`src/rtl/axi_lite_cfg_slave.sv`:
```
// AXI4-Lite target for accelerator run-time config registers.
// Adds CTRL (start pulse) and STATUS (busy, sticky done) words.
module axi_lite_cfg_slave #(
   parameter int NUM_REGS = 8,
   parameter int ADDR_W   = 32
) (
   input  logic                  clock,
   input  logic                  reset,
   input  logic [ADDR_W-1:0]     AWADDR,
   input  logic                  AWVALID,
   output logic                  AWREADY,
   input  logic [31:0]           WDATA,
   input  logic [3:0]            WSTRB,
   input  logic                  WVALID,
   output logic                  WREADY,
   output logic [1:0]            BRESP,
   output logic                  BVALID,
   input  logic                  BREADY,
   input  logic [ADDR_W-1:0]     ARADDR,
   input  logic                  ARVALID,
   output logic                  ARREADY,
   output logic [31:0]           RDATA,
   output logic [1:0]            RRESP,
   output logic                  RVALID,
   input  logic                  RREADY,
   output logic [NUM_REGS*32-1:0] cfg_regs,
   output logic                  start_pulse,
   input  logic                  busy_in,
   input  logic                  done_in
);

   typedef enum logic {W_IDLE, W_RESP} w_state_t;
   typedef enum logic {R_IDLE, R_DATA} r_state_t;

   localparam logic [6:0] CFG_END = 7'(NUM_REGS + 2);

   w_state_t    w_state, w_next;
   r_state_t    r_state, r_next;
   logic        live;
   logic        aw_got, w_got;
   logic [5:0]  aw_idx_q;
   logic [31:0] wdata_q;
   logic [3:0]  wstrb_q;
   logic [1:0]  bresp_q;
   logic        aw_hs, w_hs, ar_hs, commit;
   logic [5:0]  wr_idx, rd_idx;
   logic [31:0] wr_data, rd_val;
   logic [3:0]  wr_strb;
   logic        wr_cfg, wr_ok, rd_cfg, rd_ok;
   logic        done_sticky;
   logic [31:0] cfg_q [NUM_REGS];
   logic        unused_addr;

   assign unused_addr = ^{AWADDR[ADDR_W-1:8], AWADDR[1:0],
                          ARADDR[ADDR_W-1:8], ARADDR[1:0]};

   // Readies held low in reset and for the first edge after it.
   assign AWREADY = live & (w_state == W_IDLE) & ~aw_got;
   assign WREADY  = live & (w_state == W_IDLE) & ~w_got;
   assign ARREADY = live & (r_state == R_IDLE);
   assign aw_hs   = AWVALID & AWREADY;
   assign w_hs    = WVALID & WREADY;
   assign ar_hs   = ARVALID & ARREADY;
   assign BRESP   = bresp_q;

   // The write commits on the edge where the second of AW/W lands.
   assign wr_idx  = aw_got ? aw_idx_q : AWADDR[7:2];
   assign wr_data = w_got ? wdata_q : WDATA;
   assign wr_strb = w_got ? wstrb_q : WSTRB;
   assign wr_cfg  = (wr_idx >= 6'd2) && ({1'b0, wr_idx} < CFG_END);
   assign wr_ok   = (wr_idx < 6'd2) || wr_cfg;
   assign rd_idx  = ARADDR[7:2];
   assign rd_cfg  = (rd_idx >= 6'd2) && ({1'b0, rd_idx} < CFG_END);

   // Write FSM next state and response valid.
   always_comb begin
      w_next = w_state;
      BVALID = 1'b0;
      commit = 1'b0;
      unique case (w_state)
         W_IDLE: begin
            commit = (aw_got | aw_hs) & (w_got | w_hs);
            if (commit) w_next = W_RESP;
         end
         W_RESP: begin
            BVALID = 1'b1;
            if (BREADY) w_next = W_IDLE;
         end
      endcase
   end

   // Read FSM next state and data valid.
   always_comb begin
      r_next = r_state;
      RVALID = 1'b0;
      unique case (r_state)
         R_IDLE: if (ar_hs) r_next = R_DATA;
         R_DATA: begin
            RVALID = 1'b1;
            if (RREADY) r_next = R_IDLE;
         end
      endcase
   end

   // FSM state registers and the post-reset ready enable.
   always_ff @(posedge clock or negedge reset) begin
      if (!reset) begin
         w_state <= W_IDLE;
         r_state <= R_IDLE;
         live    <= 1'b0;
      end else begin
         w_state <= w_next;
         r_state <= r_next;
         live    <= 1'b1;
      end
   end

   // Capture AW and W independently; clear both on commit.
   always_ff @(posedge clock or negedge reset) begin
      if (!reset) begin
         aw_got   <= 1'b0;
         w_got    <= 1'b0;
         aw_idx_q <= '0;
         wdata_q  <= '0;
         wstrb_q  <= '0;
         bresp_q  <= 2'b00;
      end else if (commit) begin
         aw_got  <= 1'b0;
         w_got   <= 1'b0;
         bresp_q <= wr_ok ? 2'b00 : 2'b10;
      end else begin
         if (aw_hs) begin
            aw_got   <= 1'b1;
            aw_idx_q <= AWADDR[7:2];
         end
         if (w_hs) begin
            w_got   <= 1'b1;
            wdata_q <= WDATA;
            wstrb_q <= WSTRB;
         end
      end
   end

   // Byte-enabled update of the config registers.
   always_ff @(posedge clock or negedge reset) begin
      if (!reset) begin
         for (int i = 0; i < NUM_REGS; i++) cfg_q[i] <= '0;
      end else if (commit && wr_cfg) begin
         for (int i = 0; i < NUM_REGS; i++) begin
            if ({1'b0, wr_idx} == 7'(i + 2)) begin
               for (int b = 0; b < 4; b++) begin
                  if (wr_strb[b]) cfg_q[i][8*b +: 8] <= wr_data[8*b +: 8];
               end
            end
         end
      end
   end

   // Start pulse and sticky done; a new done beats a same-cycle clear.
   always_ff @(posedge clock or negedge reset) begin
      if (!reset) begin
         start_pulse <= 1'b0;
         done_sticky <= 1'b0;
      end else begin
         start_pulse <= commit && (wr_idx == 6'd0) && wr_strb[0] && wr_data[0];
         if (done_in)
            done_sticky <= 1'b1;
         else if (commit && (wr_idx == 6'd1) && wr_strb[0] && wr_data[1])
            done_sticky <= 1'b0;
      end
   end

   // Read decode against the register contents before any same-edge write.
   always_comb begin
      rd_val = '0;
      rd_ok  = 1'b1;
      unique case (1'b1)
         (rd_idx == 6'd0): rd_val = '0;
         (rd_idx == 6'd1): rd_val = {30'b0, done_sticky, busy_in};
         rd_cfg: begin
            for (int i = 0; i < NUM_REGS; i++) begin
               if ({1'b0, rd_idx} == 7'(i + 2)) rd_val = cfg_q[i];
            end
         end
         default: rd_ok = 1'b0;
      endcase
   end

   // Register read data and response at the AR handshake.
   always_ff @(posedge clock or negedge reset) begin
      if (!reset) begin
         RDATA <= '0;
         RRESP <= 2'b00;
      end else if (ar_hs) begin
         RDATA <= rd_val;
         RRESP <= rd_ok ? 2'b00 : 2'b10;
      end
   end

   // Flatten the config registers for the datapath.
   always_comb begin
      cfg_regs = '0;
      for (int i = 0; i < NUM_REGS; i++) cfg_regs[32*i +: 32] = cfg_q[i];
   end

endmodule
```
`config.mk`:
```
export PLATFORM = sky130hd
export DESIGN_NAME = axi_lite_cfg_slave
export DESIGN_NICKNAME = d
export VERILOG_FILES = /design/src/rtl/axi_lite_cfg_slave.sv
export SDC_FILE = /design/constraint.sdc
export NUM_CORES = 1
export LEC_CHECK = 0
export CORE_AREA = 4 4 183 185
export CTS_CLUSTER_DIAMETER = 30
export CTS_CLUSTER_SIZE = 20
export DETAILED_ROUTE_END_ITERATION = 16
export DIE_AREA = 0 0 187 189
export PLACE_DENSITY = 0.79
export SKIP_LAST_GASP = 1
export SLEW_MARGIN = 15
export SYNTH_ARGS = -nofsm -noshare
export SYNTH_HDL_FRONTEND = slang
export SYNTH_SLANG_ARGS = --single-unit
```
`constraint.sdc`:
```
create_clock -name clock -period 4.95 [get_ports clock]
set_input_delay 0.495 -clock clock [delete_from_list [all_inputs] [get_ports clock]]
set_output_delay 0.495 -clock clock [all_outputs]
set_load 0.01 [all_outputs]
```
Yosys cells after proc, flatten, opt, wreduce, memory -nomap -nowiden
Cells that the tools add are included.

Register bits after elaboration: 341. Word-level logic and storage cells: 163. Input port bits: 109. Output and inout bits: 298.

Reductions and logical operators: 50. Muxes and demuxes: 30. Eq/ne operators: 18. $lt $le $gt $ge: 5. Bitwise operators: 15.

Operators by type and width (number): two-way mux 32 bit (9); AND reduction 3 bit (32); one-hot mux 32 bit (2 select lines) (1); == test 6 x 3 -> 1 bit (second input constant) (8); == test 6 x 2 -> 1 bit (second input constant) (4); == test 6 x 4 -> 1 bit (second input constant) (4); two-way mux 1 bit (14); == test 6 x 1 -> 1 bit (second input constant) (2); greater-or-equal comparator 6 x 2 -> 1 bit (second input constant) (2); zero test 6 bit (2); less-than comparator 6 x 4 -> 1 bit (second input constant) (2); logical AND 1 bit (9); AND 1 bit (8); less-than comparator 6 x 2 -> 1 bit (second input constant) (1); two-way mux 6 bit (1); nonzero test 2 bit (3); inverter 1 bit (5); two-way mux 2 bit (2); two-way mux 4 bit (1); one-hot mux 1 bit (2 select lines) (2); AND reduction 2 bit (2); OR reduction 3 bit (1); OR 1 bit (2); logical OR 1 bit (1).

Longest topological paths before layout
Depth in word-level cells: 12. Gate-level depth with buffers: 8. Mapped depth without buffers: 5.

Worst setup path after synthesis
OpenSTA, ideal clock, no wires.

Kind: input to register. Start point: input AWADDR[4]. End point: register cfg_q (netlist bit cfg_regs[10]). Data required time: 4825 ps. Slack: 2448 ps. Setup time: 125 ps. Stages: 6. Path buffers: 1. Arrival time: 2377 ps. Cells stage by stage: or3b_1 > a21oi_2 > o21ai_4 > buf_8 > nor4_4 > mux2_4.

Cells in the longest elaborated chain, start to end: 5. Elaborated cells between the ends (all ways): 7. Those cells by class: order compare: 2; eq/ne: 1; mux: 1; reduce/logical: 3.

Ends and longest elaborated chain: start, declared (line 9) `input logic [ADDR_W-1:0] AWADDR,`; two-way mux 6 bit * (line 67) `assign wr_idx = aw_got ? aw_idx_q : AWADDR[7:2];`; greater-or-equal comparator 6 x 2 -> 1 bit or less-than comparator 6 x 4 -> 1 bit (tied branches) (line 70) `assign wr_cfg = (wr_idx >= 6'd2) && ({1'b0, wr_idx} < CFG_END);`; logical AND 1 bit (line 70); logical AND 1 bit (line 148) `end else if (commit && wr_cfg) begin`; AND reduction 3 bit (no line) *; end signal, assigned by index (line 152) `if (wr_strb[b]) cfg_q[i][8*b +: 8] <= wr_data[8*b +: 8];`; end, declared (line 51) `logic [31:0] cfg_q [NUM_REGS];`.

Every way passes the cells marked *; elsewhere a longest branch is shown, timed or not. A chain may end at the register's enable or synchronous reset.

Final worst setup path
Start point: register w_got. End point: register cfg_q (netlist bit cfg_regs[8]).

Cells in the longest elaborated chain, start to end: 8. Elaborated cells between the ends (all ways): 10. Those cells by class: mux: 3; bitwise: 5; reduce/logical: 2.

Ends and longest elaborated chain: start, declared (line 40) `logic aw_got, w_got;`; start signal, assigned (line 122) `w_got <= 1'b0;`; start signal, assigned (line 129) `w_got <= 1'b0;`; start signal, assigned (line 137) `w_got <= 1'b1;`; inverter 1 bit (line 59) `assign WREADY = live & (w_state == W_IDLE) & ~w_got;`; AND 1 bit (line 59); AND 1 bit (line 62) `assign w_hs = WVALID & WREADY;`; OR 1 bit (line 82) `commit = (aw_got | aw_hs) & (w_got | w_hs);`; AND 1 bit (line 82); two-way mux 1 bit (line 80) `unique case (w_state)`; logical AND 1 bit (line 148); AND reduction 3 bit (no line).

Parallel ways exist; a longest one is shown, timed or not.

==> summary.md <==
| Metric | Value |
|---|---|
| Clock network power share | 0.474 |
| Fin. max-slew vios | 0 |
| Slew of the pin with the lowest slew margin | roughly 1100 ps |
| Core area | 32040 µm² |
| Overall global routing resource usage | 0.3086 |
| Final setup vio count | 0 |
| Max rail drop VDD | around 0.27 mV |
| Post-CTS sizing | 0 |
| Worst reg2reg path depth | 5 |
| Antenna violation net count after detailed routing | 0 |
| Pwr/cell area | 474.3 nW/µm² |
| Max-cap violations | 0 |
| Part of the power in registers | 0.335 |
| Total iterations of the first detailed-routing run | 5 |
| Crit path max fanout | 18 |
| Share of total power in combinational logic | 0.190 |
| Switch share | 0.2853 |
| # DRC | 0 |
| Relative slew slack | 0.2710 |
| # IOs | between 400 and 500 |
| Width of the die | 187 µm |
| Setup Buffers After CTS | 0 |
| Starting Density | 0.4895 |
| CP required | 5380 ps |
| Internal power | 7.519 mW |
| Placed cells | about 1900 |
| Overflow left after global routing | 0 |
| Most common flop cell mapped by yosys | dfrtp_1 |
| Most frequent cell after synthesis | mux2_2 |
| Placer's final routability congestion estimate | ~0.86 |
| Area grow syn2layout | 41.45% |
| Critical path type | reg -> reg |
| Routed wire per std cell | 27.51 µm |
| Initial antenna violation count | 1 |
| Vias post-DR | about 13000 |
| Longest Clk Path Bufs | 3 |
| Clock transition at the registers of the reported paths | about 50 ps |
| TNS Setup | 0 ps |
| Top area cells in the synthesized netlist | dfrtp_1 (54%), mux2_2 (25%), nor4_4 (2.2%) |
| Seq cells post-synth | approximately 340 |
| Leak pwr | about 10 nW |
| Total Wirelength | approximately 55 mm |
| Global-route wire length before repair | about 83 mm |
| Mapped Cells | roughly 1200 |
| Hold Path Class | in -> async |
| Vias in the first global route | about 13000 |
| Area leader, netlist | dfrtp_1 |
| Clock sink total | 339 |
| Switch Pwr | 3.002 mW |
| Sequential area share after synthesis | 0.5409 |
| Worst setup EP type | register |
| Full die area | 35340 µm² |
| TritonCTS clock tree | done |
| H-tree levels | 3 |
| Die Height | between 150 and 200 µm |
| Fin. Hold Viols | 0 |
| Post-DP HPWL | 35.73 mm |
| Layout cells sized above 1 | 0.3367 |
| Final setup skew | between 20 and 25 ps |
| Number of port buffers | about 350 |
| Initial DRC Count | between 900 and 1000 |
| Final #Nets | 1658 |
| Final std cells w/o fill | between 2000 and 2500 |
| Flop2flop setup slack | ~1600 ps |
| RSZ-0062 raised after global routing | false |
| Hold buffers post-CTS | 0 |
| Min Clock Period, post-route | 3356 ps |
| CTS buffer count | 73 |
| Synthesized area per cell | 13.40 µm² |
| Yosys top cell area share | 0.5409 |
| Vias per inst | a little over 6 |
| Number of synthesized flops with an enable pin | 0 |
| Hold_ws | roughly 2.3 ps |
| Post-synth top cells | mux2_2 (348), dfrtp_1 (339), clkbuf_1 (54) |
| Warnings, synthesis | 0 |
| Ys async rst share | 1.000 |
| Total power | between 10 and 15 mW |
| Largest net degree at the start of global routing | ~110 |
| CP Data Arrival Time | ~3800 ps |
| Core Rows | 66 |
| Mapped Area | about 16000 µm² |
| Worst-Skew Late Latency | 570 ps |
| Max Clk Rate | 298.0 MHz |
| Root Driver | clkbuf_16 |
| Unique masters post-synth | 58 |
| Run status | completed |
| Final period util | 0.6779 |
| CP startpoint kind | register |
## power groups by stage
stage	Clock, mW	Sequential (mW)	Combinational [mW]
after floorplan	0	3.51	1.07
after global placement	0	3.52	1.94
after detailed placement	0	3.55	1.98
after CTS	5.03	3.52	2.01
after global routing	5.17	3.57	2.13
final	4.99	3.53	2.00
## sequential cells by signal, summed over array words and instances, names as in the netlist, 4 cells and up
signal	count
RDATA	32
cfg_regs	256
wdata_q	32
aw_idx_q	6
wstrb_q	4
## logic make-up after synthesis
| kind of cell | count (synthesis) | share of synthesized area |
|---|---|---|
| other | 2 | 0.0004789 |
| AND/OR/NAND/NOR | 181 | 0.07428 |
| buffers and inverters | 74 | 0.01963 |
| multiplexers | 372 | 0.2693 |
| flip-flops | 339 | 0.5409 |
| AO/OA/AOI/OAI | 202 | 0.09534 |
## final timing paths
check / from / end
hold / removal: reset / cfg_regs[84]
setup reg to reg: w_got / cfg_regs[8]
setup / recovery: w_got / cfg_regs[8]
max in group asynchronous: reset / wdata_q[11]
hold reg to reg: done_sticky / done_sticky
min in group clock: done_sticky / done_sticky
## cells in the final DEF (no fill, tap or decap), types with 28 or more instances in the layout
cell type	n
nand2_1	34
a221oi_1	28
mux2_2	348
a22o_1	28
nor2_1	42
clkbuf_16	77
o21ai_0	39
clkdlybuf4s50_1	349
nand3_1	31
dfrtp_1	338
## critical path: stages (launching register included)
cell,delay [ps]
dfrtp_2,760
a21oi_1,180
a211oi_4,520
o21ai_4,410
nor4_4,980
mux2_4,360
## layer usage
layer  GRT usage  up-vias  share of wire
li1            -     5222              -
met3     0.09569      163           0.10
met1      0.3854     6390           0.39
met2      0.4983      743           0.47
met5           0        -              0
met4      0.1379        0          0.040
## stage by stage
step	utilization	setup WS, ps	instance area [µm²]
finish	0.6923	1594	22180
global route	0.6923	1465	22180
CTS	0.6922	1594	22180
detailed placement	0.6130	1358	19640
global placement	0.6130	1422	19640
floorplan	-	2448	15690
## cell type report
class	instances	area, µm²
diodes	1	2.502
clock buffers	93	2047
clock inverters	40	493.0
fillers	2237	9858
inverters	5	18.77
multi-input cells	758	6930
flip-flops and latches	339	8484
well taps	408	510.5
repair buffers	372	3696
Note: power is estimated with default switching activity, not from simulation.
